===== src/rtl/vrf_write_pkg.sv =====
// Shared types and field widths for the VRF write-request path.
package vrf_write_pkg;

  localparam int VD_W       = 5;
  localparam int OFFSET_W   = 8;
  localparam int INST_IDX_W = 3;
  localparam int REQ_DATA_W = 32;
  localparam int REQ_MASK_W = REQ_DATA_W / 8;

  typedef struct packed {
    logic [VD_W-1:0]       vd;
    logic [OFFSET_W-1:0]   offset;
    logic [REQ_MASK_W-1:0] mask;
    logic [REQ_DATA_W-1:0] data;
    logic                  last;
    logic [INST_IDX_W-1:0] instructionIndex;
  } vrf_write_req_t;

endpackage


===== src/rtl/vrf_pending_counter_bank.sv =====
// Per-instruction occupancy counters; a bit of instructionPending stays set
// while any write of that instruction is still inside the coalescer.
module vrf_pending_counter_bank
  import vrf_write_pkg::*;
#(
  parameter int NUM = 8
) (
  input  logic                  clock,
  input  logic                  reset,
  input  logic                  inc,
  input  logic [INST_IDX_W-1:0] incIdx,
  input  logic                  dec,
  input  logic [INST_IDX_W-1:0] decIdx,
  output logic [NUM-1:0]        instructionPending
);

  logic [1:0] count [NUM];

  always_ff @(posedge clock) begin
    if (reset) begin
      for (int i = 0; i < NUM; i++) count[i] <= 2'd0;
    end else begin
      for (int i = 0; i < NUM; i++) begin
        case ({inc && (incIdx == INST_IDX_W'(i)), dec && (decIdx == INST_IDX_W'(i))})
          2'b10:   if (count[i] != 2'd3) count[i] <= count[i] + 2'd1;
          2'b01:   if (count[i] != 2'd0) count[i] <= count[i] - 2'd1;
          default: count[i] <= count[i];
        endcase
      end
    end
  end

  always_comb begin
    for (int i = 0; i < NUM; i++) instructionPending[i] = (count[i] != 2'd0);
  end

endmodule


===== src/rtl/vrf_write_coalescer.sv =====
// Merges consecutive partial writes to the same VRF row into one byte-masked
// write: a single hold entry collects merges, an out register feeds the bank.
module vrf_write_coalescer
  import vrf_write_pkg::*;
#(
  parameter int TIMEOUT = 4,
  parameter int DATA_W  = REQ_DATA_W
) (
  input  logic                  clock,
  input  logic                  reset,
  output logic                  enq_ready,
  input  logic                  enq_valid,
  input  logic [VD_W-1:0]       enq_bits_vd,
  input  logic [OFFSET_W-1:0]   enq_bits_offset,
  input  logic [DATA_W/8-1:0]   enq_bits_mask,
  input  logic [DATA_W-1:0]     enq_bits_data,
  input  logic                  enq_bits_last,
  input  logic [INST_IDX_W-1:0] enq_bits_instructionIndex,
  input  logic                  flush,
  input  logic                  vrfWrite_ready,
  output logic                  vrfWrite_valid,
  output logic [VD_W-1:0]       vrfWrite_bits_vd,
  output logic [OFFSET_W-1:0]   vrfWrite_bits_offset,
  output logic [DATA_W/8-1:0]   vrfWrite_bits_mask,
  output logic [DATA_W-1:0]     vrfWrite_bits_data,
  output logic [INST_IDX_W-1:0] vrfWrite_bits_instructionIndex,
  output logic [7:0]            instructionPending
);

  localparam int TIMER_W = 4;

  function automatic logic [REQ_DATA_W-1:0] mergeBytes(
    input logic [REQ_DATA_W-1:0] oldData,
    input logic [REQ_DATA_W-1:0] newData,
    input logic [REQ_MASK_W-1:0] newMask
  );
    logic [REQ_DATA_W-1:0] r;
    for (int i = 0; i < REQ_MASK_W; i++)
      r[8*i +: 8] = newMask[i] ? newData[8*i +: 8] : oldData[8*i +: 8];
    return r;
  endfunction

  vrf_write_req_t        enqReq, holdReq;
  logic                  holdValid, outValid;
  logic [TIMER_W-1:0]    timer;
  logic [VD_W-1:0]       outVd;
  logic [OFFSET_W-1:0]   outOffset;
  logic [REQ_MASK_W-1:0] outMask;
  logic [REQ_DATA_W-1:0] outData;
  logic [INST_IDX_W-1:0] outIdx;
  logic outFree, match, flushHold, accept, mergeNow, loadNow, outFire;

  assign enqReq = '{vd: enq_bits_vd, offset: enq_bits_offset, mask: enq_bits_mask,
                    data: enq_bits_data, last: enq_bits_last,
                    instructionIndex: enq_bits_instructionIndex};

  assign outFree   = !outValid || vrfWrite_ready;
  assign match     = holdValid && !holdReq.last && (enqReq.vd == holdReq.vd) &&
                     (enqReq.offset == holdReq.offset) &&
                     (enqReq.instructionIndex == holdReq.instructionIndex);
  assign flushHold = holdValid && outFree &&
                     (holdReq.last || (timer == TIMER_W'(TIMEOUT)) || flush ||
                      (enq_valid && !match));
  assign enq_ready = !holdValid || match || outFree;
  assign accept    = enq_valid && enq_ready;
  // A matching request that arrives while the entry is leaving starts a fresh entry.
  assign mergeNow  = accept && match && !flushHold;
  assign loadNow   = accept && !mergeNow;
  assign outFire   = outValid && vrfWrite_ready;

  always_ff @(posedge clock) begin
    if (reset) begin
      holdValid <= 1'b0;
      outValid  <= 1'b0;
      timer     <= '0;
    end else begin
      if (loadNow) begin
        holdValid <= 1'b1;
        timer     <= '0;
      end else if (mergeNow) begin
        timer     <= '0;
      end else if (flushHold) begin
        holdValid <= 1'b0;
        timer     <= '0;
      end else if (holdValid && (timer != TIMER_W'(TIMEOUT))) begin
        timer     <= timer + 1'b1;
      end
      if (flushHold)    outValid <= 1'b1;
      else if (outFire) outValid <= 1'b0;
    end
  end

  // Payload registers carry no reset; the valid bits above qualify them.
  always_ff @(posedge clock) begin
    if (loadNow) begin
      holdReq <= enqReq;
    end else if (mergeNow) begin
      holdReq.data <= mergeBytes(holdReq.data, enqReq.data, enqReq.mask);
      holdReq.mask <= holdReq.mask | enqReq.mask;
      holdReq.last <= holdReq.last | enqReq.last;
    end
    if (flushHold) begin
      outVd     <= holdReq.vd;
      outOffset <= holdReq.offset;
      outMask   <= holdReq.mask;
      outData   <= holdReq.data;
      outIdx    <= holdReq.instructionIndex;
    end
  end

  assign vrfWrite_valid                 = outValid;
  assign vrfWrite_bits_vd               = outVd;
  assign vrfWrite_bits_offset           = outOffset;
  assign vrfWrite_bits_mask             = outMask;
  assign vrfWrite_bits_data             = outData;
  assign vrfWrite_bits_instructionIndex = outIdx;

  vrf_pending_counter_bank #(.NUM(8)) uPending (
    .clock              (clock),
    .reset              (reset),
    .inc                (loadNow),
    .incIdx             (enqReq.instructionIndex),
    .dec                (outFire),
    .decIdx             (outIdx),
    .instructionPending (instructionPending)
  );

endmodule


===== config.mk =====
export PLATFORM = sky130hd
export DESIGN_NAME = vrf_write_coalescer
export DESIGN_NICKNAME = d
export VERILOG_FILES = /design/src/rtl/vrf_write_pkg.sv /design/src/rtl/vrf_pending_counter_bank.sv /design/src/rtl/vrf_write_coalescer.sv
export SDC_FILE = /design/constraint.sdc
export NUM_CORES = 1
export LEC_CHECK = 0
export ABC_AREA = 1
export CAP_MARGIN = 20
export CORE_ASPECT_RATIO = 0.7
export CORE_UTILIZATION = 30
export DETAILED_ROUTE_END_ITERATION = 10
export HOLD_SLACK_MARGIN = 0.15
export PLACE_DENSITY = 0.56
export SLEW_MARGIN = 10
export SYNTH_ARGS = -nofsm -noshare
export SYNTH_HDL_FRONTEND = slang
export SYNTH_SLANG_ARGS = --single-unit

===== constraint.sdc =====
create_clock -name clock -period 3.2 [get_ports clock]
set_clock_uncertainty 0.2 [all_clocks]
set_input_delay 0.32 -clock clock [delete_from_list [all_inputs] [get_ports clock]]
set_output_delay 0.32 -clock clock [all_outputs]
set_load 0.01 [all_outputs]

==> results.json, run 1 <==
{
  "timing.reg2reg.setup_slack_ns": 0.34,
  "final_hold_violating_endpoints": 0,
  "reg2reg_from": "timer[0]$_SDFFE_PP0P_",
  "mappedNetlistArea_um2": 5380,
  "final.period_utilization_pct": 89.3,
  "number_of_antenna_violations_at_the_first_check_in_global_routing": 0,
  "number_of_cells_produced_by_synthesis": 462,
  "drtAntennaViolNets": 0,
  "setup-violations-final": 0,
  "startpoint_type_of_the_worst_setup_path": "flop",
  "grt_pass1_wl_um": 18000,
  "detail_route.vias_per_cell": 4.30,
  "post_route_cells_drive_above_1_share_pct": 10.8,
  "cap_viol_max_count": 0,
  "die_w_um": 162,
  "cp-endpoint": "uPending.count[0][9]$_SDFFCE_PN0P_",
  "post-route-worst-setup-slack_ns": 0.342,
  "wl_um": 11400,
  "cts_buffers": 17,
  "groute.usage.overall_pct": 13.1,
  "peakVddDrop_uv": 310,
  "drc_errors": 0,
  "max_clock_freq_mhz": 350,
  "min-delay-start": "holdReq[9]$_DFFE_PP_",
  "routed_wire_length_per_instance_um": 13.2,
  "clock_latency_ns": 0.42,
  "htree_depth": 4,
  "cts_tree": "done",
  "cts.clk_slew.worst_paths_ns": 0.06,
  "worstPathRequired_ns": 3.09,
  "cts_root_buf": "sky130_fd_sc_hd__clkbuf_16",
  "outcome": "finished clean",
  "max_slew.worst_pin.slew_ns": 0.727,
  "clock_sinks": 127,
  "synth_edf_count": 121,
  "r2r.worst_path.cells": 14,
  "vias": 3698,
  "num_rows": 40,
  "globalRoute.totalOverflow": 0,
  "slowest_delay_ns": 0.39,
  "cellLeakagePower_nw": 2.99,
  "dr.first_iter.drc_count": 154,
  "grt_setup_unrepaired": "no",
  "max-slew-margin-rel_pct": 51.5,
  "grt_start_max_net_pins": 28,
  "postSynthRegisterBits": 127,
  "dpl.hpwl_um": 8620,
  "io_buffers": 119,
  "first_global_vias": 3626,
  "critPathSlowestCell": "sky130_fd_sc_hd__dfxtp_1",
  "ys_seq_area_share_pct": 69.8,
  "timing.critical_path.cells": "inv_1 -> ha_1 -> nand2_1 -> nor2_1 -> nor3_1 -> o2111ai_2 -> nand2_4 -> nor2_1 -> inv_1 -> ha_1 -> nand3_1 -> nand2_1 -> a21oi_1 -> o21ai_0",
  "postSynthAreaPerCell_um2": 11.6,
  "drt_first_pass_iters": 4,
  "die_area_um2": 18500,
  "worstSetupPathType": "reg2reg",
  "synth_async_sr_flop_share_pct": 0,
  "hold_path_class": "reg2reg",
  "place_worst_setup_slack_ns": -0.152,
  "insertedDiodeCount": 0,
  "worst-path-max-fanout": 9,
  "chipHeight_um": 114,
  "finalNetCount": 695,
  "cp-startpoint": "timer[0]$_SDFFE_PP0P_",
  "clock_tree.buffer_depth": 2,
  "timing.hold.ws_ns": 0.214,
  "synth.distinct_cells": 27,
  "initial_utilization_pct": 31.0,
  "coreArea_um2": 17400,
  "final.min_clock_period_ns": 2.86,
  "dpl.cell_count": 828,
  "number_of_top_level_pins": 120,
  "critical_path.reg2reg.endpoint": "uPending.count[0][9]$_SDFFCE_PN0P_",
  "ys_warn_count": 0,
  "ctsHoldBuffers": 0,
  "syn_nets": 540,
  "dominantRegCellSynth": "sky130_fd_sc_hd__edfxtp_1",
  "finalMaxSlewViolations": 0,
  "critPathArrivalTime_ns": 2.75,
  "power_density_nw_per_um2": 559,
  "post_layout_nonfiller_instances": 861,
  "timing.critical_path.to_type": "flop",
  "area.growth.synth_to_final_pct": 40.5,
  "gpl.final_weighted_congestion": 0.759
}
## cell type report
class	instances	area [um2]
fillers	1596	9810
inverters	93	350
clock inverters	15	126
well taps	231	289
clock buffers	17	425
repair buffers	140	1360
multi-input cells	238	1250
flip-flops and latches	127	3750
## layout by cell type (no fill, tap or decap), types with 3 or more instances in the layout
cell                              instances
sky130_fd_sc_hd__edfxtp_1               121
sky130_fd_sc_hd__clkdlybuf4s50_1        119
sky130_fd_sc_hd__inv_1                   90
sky130_fd_sc_hd__nand2_1                 89
sky130_fd_sc_hd__nor2_1                  59
sky130_fd_sc_hd__ha_1                    20
sky130_fd_sc_hd__buf_4                   19
sky130_fd_sc_hd__o21ai_0                 18
sky130_fd_sc_hd__clkbuf_16               17
sky130_fd_sc_hd__nand3_1                 12
sky130_fd_sc_hd__or2_2                    6
sky130_fd_sc_hd__inv_6                    6
sky130_fd_sc_hd__dfxtp_1                  6
sky130_fd_sc_hd__xor2_1                   5
sky130_fd_sc_hd__clkinv_4                 4
sky130_fd_sc_hd__xnor2_1                  3
sky130_fd_sc_hd__nand4_1                  3
sky130_fd_sc_hd__a22o_1                   3
sky130_fd_sc_hd__a21oi_1                  3
sky130_fd_sc_hd__a211oi_1                 3
## cell usage after synthesis (3+ instances only)
library cell,number,area (um2)
sky130_fd_sc_hd__nand4_1,3,18.8
sky130_fd_sc_hd__ha_1,20,250
sky130_fd_sc_hd__a211oi_1,3,22.5
sky130_fd_sc_hd__dfxtp_1,6,120
sky130_fd_sc_hd__xnor2_1,3,26.3
sky130_fd_sc_hd__nand2_1,89,334
sky130_fd_sc_hd__a21oi_1,3,15.0
sky130_fd_sc_hd__inv_1,91,342
sky130_fd_sc_hd__o21ai_0,19,95.1
sky130_fd_sc_hd__edfxtp_1,121,3630
sky130_fd_sc_hd__nor2_1,59,221
sky130_fd_sc_hd__a22o_1,3,26.3
sky130_fd_sc_hd__clkbuf_1,3,11.3
sky130_fd_sc_hd__or2_2,6,37.5
sky130_fd_sc_hd__xor2_1,5,43.8
sky130_fd_sc_hd__nand3_1,12,60.1
## flip-flops by register name, indices dropped and copies added, names as in the netlist
name,flops
holdReq,53
vrfWrite_bits_data,32
uPending.count,16
vrfWrite_bits_offset,8
vrfWrite_bits_vd,5
timer,4
vrfWrite_bits_mask,4
vrfWrite_bits_instructionIndex,3
holdValid,1
vrfWrite_valid,1
## cells by family after synthesis
group | after synthesis | synth area share, %
compound gates | 33 | 3.75
xor+xnor | 8 | 1.30
fa+ha+maj | 20 | 4.65
buf+inv | 97 | 6.93
flops | 127 | 69.8
simple gates | 177 | 13.5
## timing repair
| action | CTS | global route |
|---|---|---|
| setup buffers | 0 | 0 |
| gates resized for setup | 0 | 1 |
| endpoints found under the setup margin | 0 | 2 |
## worst max-delay path, delay by kind of cell, from the launching register on
kind                     cells  cell delay [ns]
flip-flops                   1             0.39
AO/OA/AOI/OAI                3             0.61
adder cells (fa/ha/maj)      2             0.36
buffers and inverters        2             0.11
AND/OR/NAND/NOR              7             0.85
## report_power, final
| part | internal [mW] | switching, mW |
|---|---|---|
| Sequential | 1.96 | 0.0454 |
| Clock | 1.01 | 0.770 |
| Combinational | 0.225 | 0.214 |
| Total | 3.19 | 1.03 |
## worst min path at each step
stage                                      end  slack (ns)  cells after the start
3_3_place_gp   vrfWrite_bits_data[2]$_DFFE_PP_        0.20                      0
5_1_grt        vrfWrite_bits_data[5]$_DFFE_PP_        0.22                      0
4_1_cts        vrfWrite_bits_data[5]$_DFFE_PP_        0.21                      0
3_5_place_dp   vrfWrite_bits_data[6]$_DFFE_PP_        0.20                      0
6_report       vrfWrite_bits_data[5]$_DFFE_PP_        0.21                      0
2_1_floorplan  vrfWrite_bits_data[0]$_DFFE_PP_        0.20                      0
## through the flow
stage	utilization (%)	cell area [um2]	setup TNS (ns)	total power [mW]
6_report	43.5	7550	0	4.22
4_1_cts	43.5	7550	0	4.28
3_5_place_dp	40.3	7000	-1.74	2.48
5_1_grt	43.5	7550	0	4.40
2_1_floorplan	-	5380	0	2.21
3_3_place_gp	40.3	7000	-0.0237	2.47
## metal layers
metal	share of wire [%]	routed length [um]	vias up	GRT usage, %
li1	-	-	1828	-
met1	46	5270	1727	16.6
met2	45	5140	122	20.3
met3	7.0	802	21	4.76
met4	1.7	192	0	5.60
met5	0	0	-	0
Note: power is estimated with default switching activity, not from simulation.
==> run 2: changes to the inputs <==
--- a/config.mk
+++ b/config.mk
@@ -6,7 +6,7 @@
 export NUM_CORES = 1
 export LEC_CHECK = 0
 export ABC_AREA = 1
-export CAP_MARGIN = 20
+export CAP_MARGIN = 10
 export CORE_ASPECT_RATIO = 0.7
 export CORE_UTILIZATION = 30
 export DETAILED_ROUTE_END_ITERATION = 10
==> results.json, run 2 (synthesized netlist as in run 1, its figures left out) <==
{
  "gpl.final_weighted_congestion": 0.759,
  "timing.critical_path.to_type": "flop",
  "critPathSlowestCell": "sky130_fd_sc_hd__o21ai_0",
  "grt_pass1_wl_um": 18000,
  "grt_start_max_net_pins": 28,
  "power_density_nw_per_um2": 559,
  "drtAntennaViolNets": 0,
  "finalMaxSlewViolations": 0,
  "nFillCells": 1596,
  "die_area_um2": 18500,
  "timing.critical_path.cells": "inv_1 -> ha_1 -> nand2_1 -> nor2_1 -> nor3_1 -> o2111ai_2 -> buf_4 -> o21ai_0",
  "max-slew-margin-rel_pct": 28.4,
  "place_worst_setup_slack_ns": -0.152,
  "wl_um": 11400,
  "power_switching_share_pct": 24.3,
  "final.period_utilization_pct": 89.6,
  "clock_latency_ns": 0.42,
  "final_hold_violating_endpoints": 0,
  "slowest_delay_ns": 0.82,
  "insertedDiodeCount": 0,
  "finalNetCount": 694,
  "io_buffers": 119,
  "chipHeight_um": 114,
  "worstSetupPathType": "reg2reg",
  "max_clock_freq_mhz": 349,
  "cts_setup_buffers": 0,
  "coreArea_um2": 17400,
  "max_slew.worst_pin.slew_ns": 1.06,
  "outcome": "finished clean",
  "cts_tree": "done",
  "grt_setup_unrepaired": "no",
  "dpl.hpwl_um": 8620,
  "leading_cell_type_in_the_layout_fill_and_taps_excluded": "sky130_fd_sc_hd__edfxtp_1",
  "detail_route.vias_per_cell": 4.28,
  "num_rows": 40,
  "globalRoute.totalOverflow": 0,
  "ctsHoldBuffers": 0,
  "clock_sinks": 127,
  "top_reg_by_flops": "holdReq",
  "drc_errors": 0,
  "setup-violations-final": 0,
  "groute.usage.overall_pct": 13.1,
  "share_comb_of_total_power_pct": 10.4,
  "first_global_vias": 3626,
  "worst_path_dominant_cell_family": "compound AO/OA/AOI/OAI gates",
  "pwr-share-clk_pct": 42.2,
  "routed_wire_length_per_instance_um": 13.2,
  "cts.clk_slew.worst_paths_ns": 0.06,
  "number_of_top_level_pins": 120,
  "cellLeakagePower_nw": 2.98,
  "timing.hold.ws_ns": 0.215,
  "number_of_antenna_violations_at_the_first_check_in_global_routing": 0,
  "clock_tree.buffer_depth": 2,
  "critPathArrivalTime_ns": 2.70,
  "cell_internal_pwr_mw": 3.19,
  "post-route-worst-setup-slack_ns": 0.333,
  "dr.first_iter.drc_count": 155,
  "layout_common_cells": "sky130_fd_sc_hd__edfxtp_1, sky130_fd_sc_hd__clkdlybuf4s50_1, sky130_fd_sc_hd__inv_1, sky130_fd_sc_hd__nand2_1, sky130_fd_sc_hd__nor2_1",
  "vias": 3683,
  "htree_depth": 4,
  "drt_first_pass_iters": 5,
  "hold_path_class": "reg2reg",
  "area.growth.synth_to_final_pct": 40.4,
  "pwr-share-seq_pct": 47.5,
  "post_route_cells_drive_above_1_share_pct": 10.7,
  "die_w_um": 162,
  "utilization_pct": 43.5,
  "final.min_clock_period_ns": 2.87,
  "cts_buffers": 17,
  "cts_root_buf": "sky130_fd_sc_hd__clkbuf_16",
  "worstPathRequired_ns": 3.04,
  "peakVddDrop_uv": 309,
  "critical_path_buf_inv_count": 2,
  "cap_viol_max_count": 0,
  "worst-path-max-fanout": 8,
  "largest_register_ffs": 53,
  "netSwitchingPower_mw": 1.03,
  "startpoint_type_of_the_worst_setup_path": "flop",
  "initial_utilization_pct": 31.0
}
run 2: cell count changes in the layout (fill, tap and decap cells not counted):
cell	previous run	this run
sky130_fd_sc_hd__buf_2	1	0
run 2: path summary, 6_finish.rpt:
| kind | startpoint | endpoint | slack [ns] | cells after the start |
|---|---|---|---|---|
| min reg2reg | holdReq[9]$_DFFE_PP_ | vrfWrite_bits_data[5]$_DFFE_PP_ | 0.21 | 0 |
| max | timer[0]$_SDFFE_PP0P_ | holdReq[27]$_DFFE_PP_ | 0.33 | 8 |
| max reg2reg | timer[0]$_SDFFE_PP0P_ | holdReq[27]$_DFFE_PP_ | 0.33 | 8 |
| min | holdReq[9]$_DFFE_PP_ | vrfWrite_bits_data[5]$_DFFE_PP_ | 0.21 | 0 |
run 2: what timing repair did:
action,CTS,global route
gates resized for setup,0,1
endpoints found under the setup margin,0,2
hold endpoints to repair,0,0
run 2: layout make-up:
type                            instances  area [um2]  share of cell area (%)
Inverter                               93         350                    4.64
Timing Repair Buffer                  139        1350                    17.9
Sequential cell                       127        3750                    49.7
Tap cell                              231         289                    3.83
Clock inverter                         15         126                    1.67
Multi-Input combinational cell        238        1250                    16.6
Clock buffer                           17         425                    5.64
run 2: metal layers:
layer	GRT usage [%]	routed length (um)	vias up
met5	0	0	-
met4	5.60	191	0
met3	4.76	785	21
met2	20.3	5140	122
met1	16.6	5260	1715
li1	-	-	1825
run 2: power groups by stage:
stage | logic (mW) | clock network [mW] | registers, mW
final | 0.438 | 1.78 | 2.00
after global routing | 0.481 | 1.90 | 2.01
after CTS | 0.446 | 1.83 | 2.00
after detailed placement | 0.443 | 0 | 2.04
after global placement | 0.432 | 0 | 2.03
after floorplan | 0.154 | 0 | 2.05
run 2: metrics by stage:
step	power, mW	std cells	setup TNS (ns)	instance area [um2]
after CTS	4.28	860	0	7550
after floorplan	2.21	462	0	5380
after detailed placement	2.48	828	-1.74	7000
final	4.22	860	0	7550
after global routing	4.40	860	0	7550
after global placement	2.47	828	-0.0237	7000
==> run 3: changes to the inputs <==
--- a/config.mk
+++ b/config.mk
@@ -12,6 +12,7 @@
 export DETAILED_ROUTE_END_ITERATION = 10
 export HOLD_SLACK_MARGIN = 0.15
 export PLACE_DENSITY = 0.56
+export RECOVER_POWER = 25
 export SLEW_MARGIN = 10
 export SYNTH_ARGS = -nofsm -noshare
 export SYNTH_HDL_FRONTEND = slang
==> results.json, run 3 (synthesized netlist as in run 1, its figures left out) <==
{
  "critical_path_buf_inv_count": 2,
  "grt_pass1_wl_um": 18000,
  "top_reg_by_flops": "holdReq",
  "chipHeight_um": 114,
  "finalNetCount": 694,
  "worstSetupPathType": "reg2reg",
  "coreArea_um2": 17400,
  "drc_errors": 0,
  "share_comb_of_total_power_pct": 10.1,
  "power_density_nw_per_um2": 558,
  "cts_buffers": 17,
  "timing.critical_path.cells": "inv_1 -> ha_1 -> nand2_1 -> nor2_1 -> nor3_1 -> o2111ai_2 -> buf_4 -> o21ai_0",
  "drt_first_pass_iters": 5,
  "utilization_pct": 43.5,
  "dpl.hpwl_um": 8620,
  "timing.hold.ws_ns": 0.214,
  "final_hold_violating_endpoints": 0,
  "cap_viol_max_count": 0,
  "cts.clk_slew.worst_paths_ns": 0.06,
  "number_of_top_level_pins": 120,
  "area.growth.synth_to_final_pct": 40.4,
  "peakVddDrop_uv": 310,
  "detail_route.vias_per_cell": 4.28,
  "grt_setup_unrepaired": "no",
  "cts_root_buf": "sky130_fd_sc_hd__clkbuf_16",
  "final.min_clock_period_ns": 2.87,
  "critPathSlowestCell": "sky130_fd_sc_hd__o21ai_0",
  "initial_utilization_pct": 31.0,
  "global_route.usage.met3_pct": 4.76,
  "post_route_cells_drive_above_1_share_pct": 10.7,
  "groute.usage.overall_pct": 13.1,
  "critPathArrivalTime_ns": 2.70,
  "clock_latency_ns": 0.42,
  "die_w_um": 162,
  "grt_start_max_net_pins": 28,
  "fin_setup_tns_ns": 0,
  "num_rows": 40,
  "cts_tree": "done",
  "worst_path_dominant_cell_family": "compound AO/OA/AOI/OAI gates",
  "largest_register_ffs": 53,
  "max-slew-margin-rel_pct": 28.5,
  "pwr-share-clk_pct": 42.3,
  "netSwitchingPower_mw": 1.03,
  "finalMaxSlewViolations": 0,
  "worst-path-max-fanout": 8,
  "ctsHoldBuffers": 0,
  "outcome": "finished clean",
  "hold_path_class": "reg2reg",
  "wl_um": 11400,
  "routed_wire_length_per_instance_um": 13.2,
  "pwr-share-seq_pct": 47.6,
  "clock_tree.buffer_depth": 2,
  "layout_common_cells": "sky130_fd_sc_hd__edfxtp_1, sky130_fd_sc_hd__inv_1, sky130_fd_sc_hd__nand2_1, sky130_fd_sc_hd__clkdlybuf4s50_1, sky130_fd_sc_hd__nor2_1",
  "power_switching_share_pct": 24.4,
  "vias": 3682,
  "grt_util_met2_pct": 20.3,
  "globalRoute.totalOverflow": 0,
  "max_slew.worst_pin.slew_ns": 1.06,
  "setup-violations-final": 0,
  "cell_internal_pwr_mw": 3.18,
  "number_of_antenna_violations_at_the_first_check_in_global_routing": 1,
  "clock_sinks": 127,
  "gpl.final_weighted_congestion": 0.759,
  "worstPathRequired_ns": 3.04,
  "drtAntennaViolNets": 0,
  "dr.first_iter.drc_count": 159,
  "io_buffers": 119,
  "final.period_utilization_pct": 89.6,
  "cellLeakagePower_nw": 2.99,
  "nFillCells": 1596,
  "max_clock_freq_mhz": 349,
  "htree_depth": 4,
  "startpoint_type_of_the_worst_setup_path": "flop",
  "timing.reg2reg.setup_slack_ns": 0.33,
  "leading_cell_type_in_the_layout_fill_and_taps_excluded": "sky130_fd_sc_hd__edfxtp_1",
  "first_global_vias": 3626,
  "timing.critical_path.to_type": "flop",
  "grt-busiest-layer": "met2",
  "grt.met1_usage_pct": 16.6,
  "die_area_um2": 18500,
  "slowest_delay_ns": 0.82
}
## run 3: per-layer routing
| metal | vias up | wire (um) |
|---|---|---|
| met4 | 0 | 191 |
| met3 | 21 | 702 |
| met5 | - | 0 |
| met2 | 122 | 5170 |
| li1 | 1826 | - |
| met1 | 1713 | 5320 |
## run 3: timing repair
| action | CTS | global route |
|---|---|---|
| setup buffers | 0 | 0 |
| gates resized for setup | 0 | 1 |
| endpoints found under the setup margin | 0 | 2 |
## run 3: final cells by class
cell class              instances  area [um2]  area share [%]
multi-input cells             238        1250            16.6
clock inverters                15         126            1.67
flip-flops and latches        127        3750            49.7
diodes                          1        2.50          0.0331
inverters                      93         350            4.64
clock buffers                  17         425            5.63
well taps                     231         289            3.83
repair buffers                139        1350            17.9
## run 3: power groups by stage
stage          clock, mW  combinational, mW  sequential [mW]
2_1_floorplan          0              0.154             2.05
3_3_place_gp           0              0.432             2.03
3_5_place_dp           0              0.443             2.04
4_1_cts             1.83              0.446             2.00
5_1_grt             1.90              0.470             2.01
6_report            1.78              0.427             2.00
## run 3: worst register-to-register path, delay by kind of cell, from the launching register on
| kind | cells | cell delay [ns] |
|---|---|---|
| compound gates | 2 | 1.05 |
| flops | 1 | 0.39 |
| simple gates | 3 | 0.41 |
| fa+ha+maj | 1 | 0.19 |
| buf+inv | 2 | 0.26 |
## run 3: final timing paths
kind,from,end,cells past startpoint
worst max-delay path,timer[0]$_SDFFE_PP0P_,holdReq[27]$_DFFE_PP_,8
worst min-delay path,holdReq[9]$_DFFE_PP_,vrfWrite_bits_data[5]$_DFFE_PP_,0
worst max register to register,timer[0]$_SDFFE_PP0P_,holdReq[27]$_DFFE_PP_,8
worst min register to register,holdReq[9]$_DFFE_PP_,vrfWrite_bits_data[5]$_DFFE_PP_,0
## run 3: per-stage QoR
step           setup slack (ns)  cell area, um2  std cells  power [mW]
3_5_place_dp             -0.152            7000        828        2.48
6_report                  0.334            7550        861        4.21
3_3_place_gp            -0.0118            7000        828        2.47
2_1_floorplan             0.598            5380        462        2.21
5_1_grt                  0.0238            7550        861        4.39
4_1_cts                   0.250            7550        860        4.28
